File: config.mk
export PLATFORM = sky130hd
export DESIGN_NAME = alu8_nibble_sequencer
export DESIGN_NICKNAME = d
export VERILOG_FILES = /design/src/rtl/alu8_nibble_sequencer.sv
export SDC_FILE = /design/constraint.sdc
export NUM_CORES = 1
export LEC_CHECK = 0
export BUFFER_PORTS_ARGS = -buffer_cell sky130_fd_sc_hd__buf_4
export CAP_MARGIN = 15
export CORE_ASPECT_RATIO = 1.25
export CORE_MARGIN = 5
export CORE_UTILIZATION = 47
export DETAILED_ROUTE_END_ITERATION = 8
export PLACE_DENSITY = 0.78
export SLEW_MARGIN = 20
export SYNTH_ARGS = -nofsm -noshare
export SYNTH_HDL_FRONTEND = slang
export SYNTH_SLANG_ARGS = --single-unit
File: constraint.sdc
create_clock -name clk -period 1.58 [get_ports clk]
set_input_delay 0.316 -clock clk [delete_from_list [all_inputs] [get_ports clk]]
set_output_delay 0.316 -clock clk [all_outputs]
set_load 0.005 [all_outputs]
File: src/rtl/alu8_nibble_sequencer.sv
// alu8_nibble_sequencer: runs one 8-bit op as two 4-bit slice passes with a chained carry; ALU8_FLAGS_EN adds out_zero
module alu8_nibble_sequencer (
  input  logic       clk,
  input  logic       rst,
  input  logic       in_valid,
  output logic       in_ready,
  input  logic [7:0] in_a,
  input  logic [7:0] in_b,
  input  logic       in_cin,
  input  logic [2:0] in_s,
  output logic [3:0] slice_a,
  output logic [3:0] slice_b,
  output logic       slice_cin,
  output logic [2:0] slice_s,
  input  logic [3:0] slice_out,
  input  logic       slice_cout,
  output logic       out_valid,
  input  logic       out_ready,
  output logic [7:0] out_result,
  output logic       out_cout
`ifdef ALU8_FLAGS_EN
  ,
  output logic       out_zero
`endif
);
  typedef enum logic [1:0] {IDLE, LO, HI, DONE} state_t;
  state_t state, state_nx;
  logic [7:0] a_q, b_q, res_q;
  logic [2:0] s_q;
  logic cin_q, carry_q, cout_q;
  logic lo, hi;
  assign lo = state == LO;
  assign hi = state == HI;
  assign in_ready = state == IDLE;
  assign out_valid = state == DONE;
  assign out_result = res_q;
  assign out_cout = cout_q;
  always_comb begin
    state_nx = state;
    state_nx = (state == IDLE) ? (in_valid ? LO : IDLE) :
               (state == LO)   ? HI :
               (state == HI)   ? DONE :
               (out_ready ? IDLE : DONE);
    slice_a = lo ? a_q[3:0] : hi ? a_q[7:4] : 4'd0;
    slice_b = lo ? b_q[3:0] : hi ? b_q[7:4] : 4'd0;
    slice_cin = lo ? cin_q : hi ? carry_q : 1'b0;
    slice_s = (lo || hi) ? s_q : 3'd0;
  end
  always_ff @(posedge clk) begin
    if (rst) begin
      state <= IDLE;
      a_q <= '0;
      b_q <= '0;
      s_q <= '0;
      cin_q <= 1'b0;
      carry_q <= 1'b0;
      res_q <= '0;
      cout_q <= 1'b0;
    end else begin
      state <= state_nx;
      if (in_ready && in_valid) begin
        a_q <= in_a;
        b_q <= in_b;
        cin_q <= in_cin;
        s_q <= in_s;
      end
      if (lo) begin
        res_q[3:0] <= slice_out;
        carry_q <= slice_cout;
      end
      if (hi) begin
        res_q[7:4] <= slice_out;
        cout_q <= slice_cout;
      end
    end
  end
`ifdef ALU8_FLAGS_EN
  logic zero_q;
  assign out_zero = zero_q;
  always_ff @(posedge clk) begin
    if (rst) zero_q <= 1'b0;
    else if (hi) zero_q <= {slice_out, res_q[3:0]} == 8'd0;
  end
`endif
endmodule
==> results.cfg <==
[timing]
period_minus_slack_ps = 1760
finalClockSkew_ps = 4.68
rsz0062_at_grt = true
hold_ws_ps = 225
slew_headroom = 0.765
fin_ws_ps = -182
fmax_ghz = 0.568
worst_slew_pin_slew_ps = 352
finalHoldViolations = 0
fin_tns_setup_ps = -1870
finalSetupViolCount = 12
drv_slew = 0
fin_crit_sh = 1.12

[route]
vias = 1191
drt_wl_total_microns = 2950
postRouteAntennaNets = 0
wl_per_cell_microns = 12.2
firstDrtPassIters = 4
drtIter0Drc = 41
route.detailed.drc = 0
viasPerCell = 4.94

[grt]
antenna_found_initial = 0
grt_overflow = 0
grt_pass1_vias = 1167
grt_usage = 0.154
grt_pass1_wl_microns = 4930
grt_start_max_net_pins = 33

[pwr]
leakage_nw = 0.813
p_per_area_nw_per_um2 = 931
ir_worst_vdd_uv = 565

[final_layout]
antenna_cells = 0
multiInputGateArea_sq_um = 637
drive_above_1_share = 0.372
nets = 239
n_fill_cell = 222
register_area_sq_um = 648
fin_util = 0.681
syn_to_final_growth_pct = 38.7

[floorplanning]
dieArea_sq_um = 3990
row_count = 21
initial_core_util = 0.491
design.core.area_sq_um = 2710
die_h_microns = 69.4
die_w_microns = 57.5
ios = 52

[yosys]
synthCells = 152
synth_seq_cells = 32
synth_area_sq_um = 1330
syn_nets = 185
yosysSeqAreaShare = 0.483
postSynthAreaPerCell_sq_um = 8.73
synth_cell_type_count = 17
yosysWarnings = 0

[worst_setup_path]
ff2ff_setup_slack_ps = 220
path_max_fanout = 8
r2r_cells = 6
path_delay_family = flip-flops
critPathBufInv = 2
path_class = reg2out
worstReg2RegStart = state[1]
critical-path-slowest-cell = dfxtp_4
cp.depth = 5
startpoint_type = flop
crit_path_cell_trace = inv_4 > ha_4 > nor2b_4 > a22o_1 > buf_4
crit_arrival_ps = 1450
startpoint = state[1]
endpoint = slice_a[0]
end_kind = primary output
cpPeakStageDelay_ps = 390
r2r-end = a_q[4]
worstPathRequired_ps = 1260

[clock_network]
clkSlewWorstSetupHoldPaths_ps = 90
numCtsBuffers = 5
cts_hold_buf = 0
cts_tree = done
worstSkewPairLatency_ps = 330
cts_num_sinks = 32
htree_levels = 2
cts_root_buf = clkbuf_4
cts_buffer_depth = 2

[place]
dp_hpwl_microns = 2150
portBuffers = 51
routabilityCongestion = 0.764

[hold_path]
hold_path_class = in2reg

[flow_run]
drv_cap = 0

[outcome]
violations = setup timing
status = finished with violations
kinds of logic after synthesis:
| logic type | share of synthesized area |
|---|---|
| adders and majority gates | 0.0377 |
| AOI/OAI and AO/OA | 0.139 |
| muxes | 0.0754 |
| DFF | 0.483 |
| and+or+nand+nor | 0.190 |
| buffers and inverters | 0.0745 |
power breakdown:
part	internal, mW	leakage, nW	total (mW)	switching (mW)
clock	0.219	0.0326	0.474	0.255
sequential	0.863	0.263	0.897	0.0340
combinational	0.185	0.517	0.343	0.159
cell usage after synthesis:
| library cell | count | share of area |
|---|---|---|
| a21oi_1 | 21 | 0.079 |
| a22o_1 | 8 | 0.053 |
| and2_1 | 3 | 0.014 |
| and2_2 | 1 | 0.0057 |
| buf_2 | 4 | 0.015 |
| buf_6 | 4 | 0.034 |
| buf_8 | 1 | 0.011 |
| clkbuf_1 | 2 | 0.0057 |
| dfxtp_1 | 32 | 0.48 |
| ha_1 | 4 | 0.038 |
| inv_1 | 3 | 0.0085 |
| mux2i_1 | 10 | 0.075 |
| nand2_1 | 43 | 0.12 |
| nor2_1 | 11 | 0.031 |
| nor2b_4 | 1 | 0.010 |
| nor3_1 | 2 | 0.0075 |
| o21ai_0 | 2 | 0.0075 |
per-stage QoR:
| stage | total power [mW] | instances | worst slack (ps) | cell area [sq um] |
|---|---|---|---|---|
| floorplan | 1.10 | 152 | 112 | 1330 |
| global placement | 1.22 | 232 | 109 | 1710 |
| detailed placement | 1.23 | 232 | 23.0 | 1710 |
| CTS | 1.74 | 241 | -198 | 1840 |
| global route | 1.82 | 241 | -278 | 1840 |
| finish | 1.71 | 241 | -182 | 1840 |
layout make-up:
| class | instances | area share |
|---|---|---|
| clock buffers | 8 | 0.0319 |
| inverters | 3 | 0.00883 |
| multi-input cells | 106 | 0.346 |
| flip-flops and latches | 32 | 0.352 |
| well taps | 34 | 0.0231 |
| repair buffers | 58 | 0.238 |
flip-flops by register name (all words and copies together) (netlist names):
register,flops
state,2
s_q,3
a_q,8
cin_q,1
out_result,8
carry_q,1
out_cout,1
b_q,8
layer usage:
metal / part of all wire / global-route usage / routed length (microns)
met1: 0.40 / 0.161 / 1170
met2: 0.49 / 0.270 / 1450
met3: 0.093 / 0.0652 / 275
met4: 0.016 / 0.0541 / 46
met5: 0 / 0 / 0
cells in the final DEF (no fill, tap or decap):
master and n:
buf_4 57, nand2_1 43, dfxtp_1 30, a21oi_1 21, nor2_1 11, mux2i_1 10, a22o_1 8, clkbuf_4 5
and2_4 3, ha_4 3, inv_4 2, nor3_1 2, clkbuf_1 2, dfxtp_4 2, nor2b_4 1, o21ai_2 1
and2_2 1, inv_1 1, o21ai_0 1, ha_1 1, clkbuf_8 1, buf_6 1
how the worst min path moves through the flow:
stage          cells past startpoint  slack [ps]    start  endpoint
2_1_floorplan                      1         390      rst  state[0]
3_3_place_gp                       2         440   s_q[0]    s_q[0]
3_5_place_dp                       2         440   s_q[0]    s_q[0]
4_1_cts                            3         210  in_b[5]    b_q[5]
5_1_grt                            3         210  in_s[0]    s_q[0]
6_report                           3         230  in_b[5]    b_q[5]
tightest hold or removal path, cell delays in order:
cell and delay, ps:
buf_4 110, nand2_1 40, a21oi_1 50
repair_timing:
| action | in CTS | in global routing |
|---|---|---|
| resized for setup | 19 | 0 |
| buffers inserted | 1 | 0 |
| pin swaps | 9 | 9 |
| endpoints found under the setup margin | 12 | 12 |
| hold endpoints to repair | 0 | 0 |
(Power assumes the default switching activity.)
